## config.mk

```make
export PLATFORM = sky130hd
export DESIGN_NAME = demux_seq_ctrl
export DESIGN_NICKNAME = d
export VERILOG_FILES = /design/src/rtl/demux_seq_pkg.sv /design/src/rtl/piso_shift.sv /design/src/rtl/demux_seq_ctrl.sv
export SDC_FILE = /design/constraint.sdc
export NUM_CORES = 1
export LEC_CHECK = 0
export CORE_MARGIN = 2
export CORE_UTILIZATION = 48
export DETAILED_ROUTE_END_ITERATION = 6
export PLACE_DENSITY = 0.89
export SLEW_MARGIN = 0
export SYNTH_ARGS = -nofsm -noshare
export SYNTH_HDL_FRONTEND = slang
export SYNTH_SLANG_ARGS = --single-unit
```

## constraint.sdc

```tcl
create_clock -name clk -period 1.7 [get_ports clk]
set_input_delay 0.255 -clock clk [delete_from_list [all_inputs] [get_ports clk]]
set_output_delay 0.255 -clock clk [all_outputs]
set_load 0.05 [all_outputs]
```

## src/rtl/demux_seq_pkg.sv

```systemverilog
// rtl/demux_seq_pkg.sv - shared state encoding and widths for the demux sequencer
package demux_seq_pkg;

  typedef enum logic [1:0] {
    IDLE  = 2'd0,
    START = 2'd1,
    SHIFT = 2'd2,
    GAP   = 2'd3
  } state_t;

  localparam int CH_W        = 2;
  localparam int FRAME_CNT_W = 8;

endpackage

```

## src/rtl/piso_shift.sv

```systemverilog
// rtl/piso_shift.sv - parallel-in/serial-out register, MSB shifted out first
module piso_shift #(
  parameter int DATA_W = 8
) (
  input  logic              clk,
  input  logic              rst,
  input  logic              load,
  input  logic              shift,
  input  logic [DATA_W-1:0] par_data,
  output logic              msb
);

  logic [DATA_W-1:0] sreg;

  // load wins over shift so a new word is never corrupted on its accept edge
  always_ff @(posedge clk or posedge rst) begin
    if (rst) begin
      sreg <= '0;
    end else if (load) begin
      sreg <= par_data;
    end else if (shift) begin
      sreg <= {sreg[DATA_W-2:0], 1'b0};
    end
  end

  assign msb = sreg[DATA_W-1];

endmodule

```

## src/rtl/demux_seq_ctrl.sv

```systemverilog
// rtl/demux_seq_ctrl.sv - frames tagged words as start bit, MSB-first data and gap
// onto the demux data line, holding the select steady for the whole frame
module demux_seq_ctrl
  import demux_seq_pkg::*;
#(
  parameter int DATA_W = 8
) (
  input  logic                   clk,
  input  logic                   rst,
  input  logic [DATA_W-1:0]      in_data,
  input  logic [CH_W-1:0]        in_ch,
  input  logic                   in_valid,
  output logic                   in_ready,
  output logic                   d,
  output logic                   s0,
  output logic                   s1,
  output logic                   busy,
  output logic                   done,
  output logic [FRAME_CNT_W-1:0] frame_cnt
);

  localparam int CNT_W = (DATA_W > 1) ? $clog2(DATA_W) : 1;
  localparam logic [CNT_W-1:0] LAST_BIT = CNT_W'(DATA_W - 1);

  state_t           state;
  logic [CNT_W-1:0] bit_cnt;
  logic [CH_W-1:0]  sel;
  logic             accept;
  logic             shift_en;
  logic             msb;

  assign accept   = (state == IDLE) && in_valid;
  assign shift_en = (state == SHIFT);

  piso_shift #(.DATA_W(DATA_W)) u_piso (
    .clk      (clk),
    .rst      (rst),
    .load     (accept),
    .shift    (shift_en),
    .par_data (in_data),
    .msb      (msb)
  );

  always_ff @(posedge clk or posedge rst) begin
    if (rst) begin
      state     <= IDLE;
      bit_cnt   <= '0;
      sel       <= '0;
      frame_cnt <= '0;
    end else begin
      case (state)
        IDLE: begin
          // select only moves here, where d is guaranteed low
          if (in_valid) begin
            sel   <= in_ch;
            state <= START;
          end
        end
        START: begin
          bit_cnt <= '0;
          state   <= SHIFT;
        end
        SHIFT: begin
          if (bit_cnt == LAST_BIT) begin
            bit_cnt <= '0;
            state   <= GAP;
          end else begin
            bit_cnt <= bit_cnt + CNT_W'(1);
          end
        end
        GAP: begin
          frame_cnt <= frame_cnt + FRAME_CNT_W'(1);
          state     <= IDLE;
        end
        default: state <= IDLE;
      endcase
    end
  end

  // all outputs decode registered state only, so reset clears them at once
  assign in_ready = (state == IDLE);
  assign busy     = (state != IDLE);
  assign done     = (state == GAP);
  assign d        = (state == START) || ((state == SHIFT) && msb);
  assign s0       = sel[0];
  assign s1       = sel[1];

endmodule

```

=== Word-level counts from Yosys, hierarchy flattened ===
Cells that the tools add are included.
Widths: inputs -> output; s select.

* Register bits after elaboration: 23
* Latch bits: 0
* RAM bits: 0
* Memory bits (read-only): 0
* Output and inout port bits: 14
* Logic and storage cells: 29
* Memories kept: 0

* Add/sub/neg operators: 2
* Multiply operators: 0
* Div/mod/pow operators: 0
* Magnitude comparators: 0
* Equal/unequal tests: 6
* Shift operators: 0
* Muxes and demuxes: 7
* Bitwise operators: 0
* Reductions and logical operators: 9

{| class="wikitable"
|+ Operator list
! kind !! count
|-
| $mux 8 || 2
|-
| $add 8x1->8 const B || 1
|-
| $pmux 2 s4 || 1
|-
| $pmux 3 s2 || 1
|-
| $reduce_bool 2->1 || 3
|-
| $eq 2x2->1 const B || 2
|-
| $mux 2 || 2
|-
| $reduce_and 2->1 || 2
|-
| $add 3x1->3 const B || 1
|-
| $eq 3x3->1 const B || 1
|-
| $mux 3 || 1
|-
| $eq 2x1->1 const B || 1
|-
| $logic_and 1x1->1 || 2
|-
| $logic_not 2->1 || 1
|-
| $ne 2x1->1 const B || 1
|-
| $ne 2x2->1 const B || 1
|-
| $logic_or 1x1->1 || 1
|}

=== Longest topological paths before layout ===
Gate-level depths: netlist (run 1).

* Depth after elaboration: 3
* Mapped depth: 7
* Gate-level depth less buffers: 5

=== Cells and area by module ===
From an unflattened synthesis (run 1), not the netlist that was laid out.

* Cell total of the unflattened synthesis: 97
* Area total of the unflattened synthesis: 1,108.6 µm²

{| class="wikitable"
|+ Modules (own cells, without submodules)
! module !! times used !! cells each !! area an instance (µm²)
|-
| demux_seq_ctrl || 1 || 62 || 735.7
|-
| piso_shift || 1 || 35 || 372.9
|}

=== Worst setup path before layout (run 1) ===
Ideal clock, no wire load.

* Path kind: flip-flop to flip-flop
* Start point: register state[0]
* End point: register state[1]
* Arrival time: 2.012 ns
* Data required time: 1.575 ns
* Setup slack: -0.437 ns
* Stages on the path, launching flop included: 6
* Buffers on the path: 0
* Cell sequence: dfrtp_1 > inv_1 > ha_1 > inv_1 > o22ai_1 > mux2_2

* Cells in the longest elaborated chain, start to end: 3
* Elaborated cells on any way between the ends: 8
* Those cells by class: 5 x eq/ne; 1 x mux; 2 x reduce/logical

{| class="wikitable"
|+ RTL lines
! what !! RTL line !! text
|-
| from (decl) || demux_seq_ctrl.sv:25 || <nowiki>state_t state;</nowiki>
|-
| from (signal assigned) || demux_seq_ctrl.sv:46 || <nowiki>state <= IDLE;</nowiki>
|-
| from (signal assigned) || demux_seq_ctrl.sv:56 || <nowiki>state <= START;</nowiki>
|-
| from (signal assigned) || demux_seq_ctrl.sv:61 || <nowiki>state <= SHIFT;</nowiki>
|-
| $logic_not 2->1 * || - ||
|-
| named net in_ready || demux_seq_ctrl.sv:13 || <nowiki>output logic in_ready,</nowiki>
|-
| $ne 2x2->1 (no line) || - ||
|-
| $reduce_and 2->1 (no line) || - ||
|}

Mark *: on every way through the listed nets, which the timed path passes. The rest lies on a longest branch.
A chain may end at the register's enable or synchronous reset.

=== Worst setup path in the final report (run 1) ===
* Start point: register state[0]
* End point: output d

* Cells in the longest elaborated chain, start to end: 3
* Elaborated cells on any way between the ends: 4
* Those cells by class: 2 x eq/ne; 2 x reduce/logical

{| class="wikitable"
|+ RTL lines
! what !! RTL line !! text
|-
| $eq 2x2->1 || demux_seq_ctrl.sv:84 || <nowiki>assign d = (state == START) || ((state == SHIFT) && msb);</nowiki>
|-
| $logic_and 1x1->1 || demux_seq_ctrl.sv:84 ||
|-
| $logic_or 1x1->1 * || demux_seq_ctrl.sv:84 ||
|-
| to (decl) || demux_seq_ctrl.sv:14 || <nowiki>output logic d,</nowiki>
|}

Mark *: on every way between the ends. The rest lies on a longest branch, timed or not.

==> impl_metrics.tcl, run 1 <==
set metrics [dict create \
    syn_area_um2 1110 \
    ys_warn_count 0 \
    rr_endpoint "state[1]" \
    seq_power_share_pct 31.4 \
    swShare_pct 45.2 \
    clockBufferDepth 2 \
    layout_common_cells "dfrtp_1 (22), buf_4 (15), clkdlybuf4s50_1 (12), nand2_1 (11), o21ai_0 (10)" \
    via_count 786 \
    cp-start-kind "flip-flop" \
    grt_overflow 0 \
    io_buffers 26 \
    intPower_mw 1.69 \
    cp.required_ns 1.44 \
    pwr_density_cell_nw_per_um2 2050 \
    worst_clock_skew_ns 0.00295 \
    fin_cells 157 \
    worstSetupEndpointType "output port" \
    grtUsageMet2_pct 33.8 \
    met3_usage_pct 4.02 \
    wl_um 2070 \
    avgSynthCellArea_um2 11.5 \
    yosysTopAreaCell "dfrtp_1" \
    grt_pass1_wl_um 3570 \
    final_common_cell "dfrtp_1" \
    clkTransAtPathRegs_ns 0.13 \
    grt_max_degree 17 \
    top_usage_layer "met2" \
    synth_nets 119 \
    diodes 0 \
    core_um2 2210 \
    period_needed_ns 1.65 \
    antenna_found_initial 0 \
    yosysSeqAreaShare_pct 51.7 \
    vias_per_cell 5.01 \
    cp_max_fo 2 \
    fin_crit_sh_pct 96.9 \
    power_frac_comb_pct 60.4 \
    fill_cells 176 \
    p_switching_mw 1.40 \
    root_buffer "clkbuf_4" \
    cp.arrival_ns 1.39 \
    drv_cap 0 \
    rsz0062_at_grt "no" \
    fmax_ghz 0.607 \
    area_growth_pct 35.7 \
    gp_congestion 0.766 \
    ir_drop_mv 1.54 \
    first_global_vias 854 \
    chipWidth_um 52.1 \
    tightestPinTransition_ns 0.204 \
    slew_headroom_pct 86.4 \
    drt_pass1_iterations 4 \
    setup_viol 0 \
    cts_hold_buffers 0 \
    drive_gt1_share_pct 28.7 \
    layout.nets 152 \
    ys_ff_latch 23 \
    syn_inst 97 \
    yosys.cell_types.count 21 \
    rr_startpoint "state[1]" \
    rows 17 \
    drt-initial-drc-count 14 \
    placed_cells 152 \
    cts_buffers 3 \
    synth_top_area_share_pct 51.7 \
    whs_ns 0.226 \
    htree_levels 1 \
    ant_nets 0 \
    die_area_um2 2720 \
    slew_violations 0 \
    pin_count 27 \
    status "completed" \
    finalHoldViolCount 0 \
    wl_per_cell_um 13.2 \
    die_height_um 52.1 \
    use_met1_pct 20.1 \
    grt_use_total_pct 17.8 \
    hp-class "in -> async" \
    reg2reg_slack_ns 0.26 \
    cts_num_sinks 23 \
    worstRegToRegCells 5 \
    drc_errors 0 \
    utilization_pct 68.2 \
    floorplan.initialDensity_pct 50.3 \
    p_clk_share_pct 8.2 \
    p_leak_nw 0.702 \
    yosys-top-cells-area "dfrtp_1 (52%), ha_1 (10%), mux2i_1 (7.2%), mux2_2 (5.1%), o21ai_0 (4.5%)" \
    clk_latency_ns 0.30 \
    cts_tree "yes" \
    path_class "reg -> out" \
]
==> critical path, stage by stage (launching register included) <==
cell and delay, ns:
dfrtp_1 0.42, buf_4 0.15, ha_1 0.19, a21o_1 0.18
buf_12 0.15
==> repair_timing <==
| item | in CTS | in global routing |
|---|---|---|
| endpoints found under the setup margin | 0 | 3 |
| endpoints found under the hold margin | 0 | 0 |
| resized for setup | 0 | 2 |
| buffers inserted | 0 | 1 |
==> cell type report <==
class                   instances  area, µm²  share of cell area (%)
flip-flops and latches         23        577                    38.2
repair buffers                 31        313                    20.7
multi-input cells              64        528                    35.0
clock buffers                   4       26.3                    1.74
well taps                      28       35.0                    2.32
inverters                       7       30.0                    1.99
==> logic make-up after synthesis <==
kind of cell / share of synthesized area [%]
and+or+nand+nor: 10.9
xor gates and xnor gates: 5.51
buffers and inverters: 3.71
muxes: 12.3
adders and majority gates: 10.1
AOI/OAI and AO/OA: 5.74
DFF: 51.7
==> worst max path at each step <==
| stage | slack, ns | endpoint | startpoint | cells after the start |
|---|---|---|---|---|
| 2_1_floorplan | -0.006 | state[1] | state[1] | 5 |
| 3_3_place_gp | 0.23 | sel[0] | in_valid | 3 |
| 3_5_place_dp | 0.20 | frame_cnt[7] | state[1] | 4 |
| 4_1_cts | 0.01 | d | state[0] | 4 |
| 5_1_grt | 0.01 | busy | state[1] | 4 |
| 6_report | 0.05 | d | state[0] | 4 |
==> flip-flops by register name (all words and copies together) (netlist names) <==
signal       flops
u_piso.sreg      8
sel              2
state            2
frame_cnt        8
bit_cnt          3
==> Yosys cell counts <==
cell / n
nand4_2: 1
o21ai_0: 10
nand4_1: 2
o22ai_1: 1
nand2_1: 11
nand3_1: 2
inv_1: 7
ha_1: 9
a21o_1: 1
xor2_1: 3
nor2_1: 2
nand2b_1: 1
mux2i_1: 8
dfrtp_1: 23
xnor2_1: 4
buf_2: 3
nor3_2: 1
and2_1: 1
and3_2: 1
nor3b_1: 1
mux2_2: 5
==> layer usage <==
layer  up-vias  share of wire, %
met3         0               4.5
li1        393                 -
met5         -                 0
met4         0                 0
met2        18                52
met1       375                43
==> power by group through the flow <==
stage / logic, mW / registers, mW / clock network (mW)
after floorplan: 0.973 / 1.24 / 0
after global placement: 1.79 / 0.960 / 0
after detailed placement: 1.85 / 0.982 / 0
after CTS: 1.86 / 0.971 / 0.263
after global routing: 1.99 / 0.999 / 0.280
final: 1.87 / 0.970 / 0.253
==> through the flow <==
| stage | cell area, µm² | setup TNS, ns | setup slack (ns) | total power, mW |
|---|---|---|---|---|
| final | 1510 | 0 | 0.0523 | 3.09 |
| after global placement | 1470 | 0 | 0.229 | 2.75 |
| after floorplan | 1150 | -0.00585 | -0.00585 | 2.21 |
| after CTS | 1500 | 0 | 0.0123 | 3.09 |
| after global routing | 1510 | 0 | 0.0117 | 3.27 |
| after detailed placement | 1470 | 0 | 0.203 | 2.83 |
No activity file was read; power rests on OpenSTA's default activity.
==> run 2, diff against run 1 <==
--- a/config.mk
+++ b/config.mk
@@ -7,6 +7,7 @@
 export LEC_CHECK = 0
 export CORE_MARGIN = 2
 export CORE_UTILIZATION = 48
+export CTS_CLUSTER_SIZE = 28
 export DETAILED_ROUTE_END_ITERATION = 6
 export PLACE_DENSITY = 0.89
 export SLEW_MARGIN = 0
==> results of run 2 <==
Same layout as run 1: the final DEF is identical, and so are final timing and power.
==> edit 1, RTL diff (settings of run 2) <==
Make the reset (`rst`) synchronous in 2 clocked blocks.
--- a/src/rtl/piso_shift.sv
+++ b/src/rtl/piso_shift.sv
@@ -14,5 +14,5 @@
 
   // load wins over shift so a new word is never corrupted on its accept edge
-  always_ff @(posedge clk or posedge rst) begin
+  always_ff @(posedge clk) begin
     if (rst) begin
       sreg <= '0;
--- a/src/rtl/demux_seq_ctrl.sv
+++ b/src/rtl/demux_seq_ctrl.sv
@@ -42,5 +42,5 @@
   );
 
-  always_ff @(posedge clk or posedge rst) begin
+  always_ff @(posedge clk) begin
     if (rst) begin
       state     <= IDLE;
Check against the original RTL: differs if rst is asserted again (counterexample within 4 cycles, from zero or initial values and one cycle with rst high); with rst held inactive, the same outputs for 10 cycles.
==> edit 1 against run 2 <==
Sequential cell count unchanged; worst setup slack improved by 0.017 ns; synthesized area decreased by 5.3%; power decreased by 33%; die area decreased by 4.9%; design area decreased by 8.0%; routed wire length increased by 8.1%.
==> edit 1: results (changes against run 2) <==
cells_and_area:
  nFillCells: 142  # -19%
  final_cells: 168  # +7.0%
  area_growth_pct: 31.83
yosys:
  async_reset_ff_share_pct: 0  # -100 points
  syn-num-nets: 136  # +14%
  synthTopCellsByArea: "dfxtp_1, ha_1, mux2i_1"
  yosysUniqueCellTypes: 24  # +14%
  syn_inst: 114  # +18%
  yosys-top-cells-count: "dfxtp_1, nor2_1, a21oi_1, ha_1"
  yosysSeqAreaShare_pct: 43.71  # -8.0 points
power:
  p_comb_uw: 1110  # -41%
  p_seq_share_pct: 34.7  # +3.3 points
  p_total_uw: 2081  # -33%
global_route:
  grtUsageMet1_pct: 22.30  # +2.2 points
  grt_start_max_net_pins: 22  # +5
  grt_pass1_wl_mm: 3.967  # +11%
  grt_pass1_vias: 929  # +8.8%
  grt.total_usage_pct: 20.31  # +2.5 points
route:
  drt-initial-drc-count: 10  # -4
  wl_met1_um: 913  # +1.4%
  dr_wl_met3_um: 115  # +22%
  top_layer_used: "met4"
place:
  dp_slack_ns: 0.1310  # -0.07205 ns
  place.gp.congestion: 0.7714  # +0.77%
  dpl_cell_area_sq_um: 1358  # -7.7%
setup_path:
  cp_max_fo: 5  # +3
  startpoint: "state[0]$_SDFFE_PP0P_"
  regToRegSetupSlack_ns: 0.15  # -0.11 ns
  r2r-end: "bit_cnt[0]$_SDFFE_PP0P_"
timing:
  clock_skew_ns: 0.006627  # +0.003681 ns
  layout_setup_ws_ns: 0.06932  # +0.01701 ns
  whs_ns: 0.4728  # +0.2467 ns
run_status:
  status: "completed"
min_path:
  min_path_type: "flop to flop"
edit 1: changes by cell type after synthesis, moves of 2 or more:
cell      change
dfrtp_1      -23
nand2_1       -3
nand3_1       +3
or3_1         +4
o21ai_0       -6
inv_1         -3
a211oi_1      +7
dfxtp_1      +23
xnor2_1       -3
nor2_1       +11
a21oi_1      +10
mux2_2        -5
clkbuf_1      +2
nor2b_1       +2
edit 1: cells by family (layout without fill, tap and decap cells):
| logic type | count (synthesis) | count (layout) | synth area share, % |
|---|---|---|---|
| xor gates and xnor gates | 4 | 4 | 3.326 |
| buffers and inverters | 8 | 35 | 3.088 |
| and+or+nand+nor | 39 | 39 | 18.53 |
| AOI/OAI and AO/OA | 23 | 23 | 13.06 |
| DFF | 23 | 23 | 43.71 |
| adders and majority gates | 9 | 9 | 10.69 |
| muxes | 8 | 8 | 7.601 |
edit 1: layout make-up:
cell class,instances,area share [%]
multi-input combinational,83,40.90
sequential,23,33.33
timing repair buffer,27,20.36
tap,27,2.432
clock buffer,4,1.892
inverter,4,1.081
==> edit 2, RTL diff (settings of run 2) <==
Made on the original files. Set the package constant `FRAME_CNT_W` to 10 (it was 8).
--- a/src/rtl/demux_seq_pkg.sv
+++ b/src/rtl/demux_seq_pkg.sv
@@ -10,5 +10,5 @@
 
   localparam int CH_W        = 2;
-  localparam int FRAME_CNT_W = 8;
+  localparam int FRAME_CNT_W = 10;
 
 endpackage
Ports: changed (resized frame_cnt); port bits go from 27 to 29. No check against the original RTL was run, so the function may have changed too.
==> edit 2 against run 2 <==
First-iteration DRC count down 36%; die area up 8.6%; worst setup slack worse by 0.015 ns; routed wire length up 6.9%; count of clock-buffer cells in the layout unchanged; sequential cell count up 2; combinational power down 4%; highest routed layer is now met4; critical path depth unchanged; power down 0.43%; utilization down 2.0 points; clock power up 2%; design area up 6.7%; synthesized area up 9.3%.
==> edit 2: results (changes against run 2) <==
timing:
  clock_skew_ns: 0.004238  # +0.001292 ns
  slew_headroom_pct: 78.93  # -7.5 points
  setup_viol: 0  # unchanged
run_status:
  status: "completed"
route:
  drt-wirelength-per-cell_um: 13.19  # -0.10%
  drt-initial-drc-count: 9  # -5
  drt-vias-per-instance: 5.024  # +0.35%
  ant_nets: 0  # unchanged
  dr.pass1.iters: 4  # unchanged
cells_and_area:
  final_cells: 168  # +7.0%
  nets: 159  # +4.6%
  nFillCells: 195  # +11%
  largestRegisters: "frame_cnt x10, u_piso.sreg x8, bit_cnt x3"
  drive_gt1_share_pct: 29.71  # +1.0 points
  antenna_cells: 0  # unchanged
power:
  max-vdd-ir-drop_v: 0.001183  # -23%
  leakage_uw: 0.0007715  # +10%
global_route:
  grt_start_max_net_pins: 26  # +9
  grt.total_usage_pct: 16.32  # -1.5 points
  grt_pass1_vias: 806  # -5.6%
  grt_pass1_wl_mm: 3.422  # -4.3%
  antenna_found_initial: 0  # unchanged
clocking:
  clk_pin_slew_ns: 0.13  # about the same
  clockBufferDepth: 2  # unchanged
  root_buffer: "clkbuf_4"
  cts-buffers-inserted: 3  # unchanged
  worstSkewPairLatency_ns: 0.31
yosys:
  yosysUniqueCellTypes: 25  # +19%
  syn-num-nets: 125  # +5.0%
  yosys-top-cells-count: "dfrtp_1, nand2_1, o21ai_0, ha_1, mux2i_1"
  yosysSeqAreaShare_pct: 51.44  # -0.30 points
  synthTopCellsByArea: "dfrtp_1, ha_1, mux2i_1"
  syn_inst: 105  # +8.2%
place:
  place.gp.congestion: 0.7425  # -3.0%
  port_buffers: 28  # +7.7%
  hpwl_mm: 1.702
setup_path:
  cp_max_fo: 3  # +1
  cp_data_arrival_time_ns: 1.41  # +0.02 ns
min_path:
  min_path_type: "primary input to async pin"
-- edit 2: changes by cell type after synthesis, sizes merged, moves of 2 or more --
| cell | delta |
|---|---|
| xor2 | +3 |
| dfrtp | +2 |
| ha | -2 |
| nand2 | +2 |
| nand3 | +2 |
| nor2 | +2 |
-- edit 2: worst max-delay path, cell delays in order (launching register included) --
cell	delay, ns
dfrtp_1	0.44
buf_4	0.15
ha_1	0.18
a21o_1	0.18
buf_12	0.15
-- edit 2: cell type report --
cell class / count / area, sq um / area share (%)
tap: 30 / 37.54 / 2.331
clock buffer: 4 / 26.28 / 1.632
sequential: 25 / 625.6 / 38.85
timing repair buffer: 33 / 327.8 / 20.36
multi-input combinational: 70 / 566.8 / 35.20
inverter: 6 / 26.28 / 1.632
-- edit 2: cells by family (layout without fill, tap and decap cells) --
logic type | count (synthesis) | count (layout) | synth area share [%]
AOI/OAI and AO/OA | 13 | 13 | 5.659
DFF | 25 | 25 | 51.44
xor gates and xnor gates | 9 | 9 | 6.482
adders and majority gates | 7 | 7 | 7.201
buffers and inverters | 10 | 43 | 3.703
muxes | 12 | 12 | 10.39
and+or+nand+nor | 29 | 29 | 15.12
-- edit 2: timing repair --
action / 4_1_cts / 5_1_grt
resized for setup: 1 / 1
gates cloned: 0 / 0
buffers inserted: 1 / 0
setup endpoints to repair: 1 / 2
-- edit 2: path summary, 6_finish.rpt --
kind / from / end / slack [ns] / depth (start not counted)
min in group clk: in_data[0] / u_piso.sreg[0]$_DFFE_PP0P_ / 0.47 / 3
setup reg to reg: bit_cnt[0]$_DFFE_PP0P_ / state[1]$_DFFE_PP0P_ / 0.18 / 5
setup / recovery: state[0]$_DFFE_PP0P_ / d / 0.04 / 4
max in group asynchronous: rst / frame_cnt[5]$_DFFE_PP0P_ / 1.19 / 3
hold / removal: rst / sel[1]$_DFFE_PP0P_ / 0.27 / 3
hold reg to reg: frame_cnt[9]$_DFFE_PP0P_ / frame_cnt[9]$_DFFE_PP0P_ / 0.47 / 1
-- edit 2: routing by layer --
metal	vias up	GRT usage [%]	routed length, um	share of wire [%]
met5	-	0	0	0
met4	0	7.500	27	1.2
met1	411	19.47	996	45
li1	416	-	-	-
met3	2	2.459	67	3.0
met2	15	28.71	1125	51
-- edit 2: where the power goes --
part	total [uW]	internal, uW	switching, uW
Clock	258	91.5	167
Sequential	1020	813	207
Combinational	1800	790	1010
Total	3080	1690	1380
-- edit 2: through the flow --
stage	setup slack (ns)	power (uW)	TNS, ns	instance area (sq um)	hold WS, ns
after floorplan	0.002625	2229	0	1236	0.2823
after global placement	0.2565	2756	0	1572	0.4609
after detailed placement	0.1868	2825	0	1572	0.4594
after CTS	0.01312	3107	0	1608	0.2816
after global routing	-0.01330	3262	-0.01330	1610	0.3320
final	0.03709	3078	0	1610	0.2712
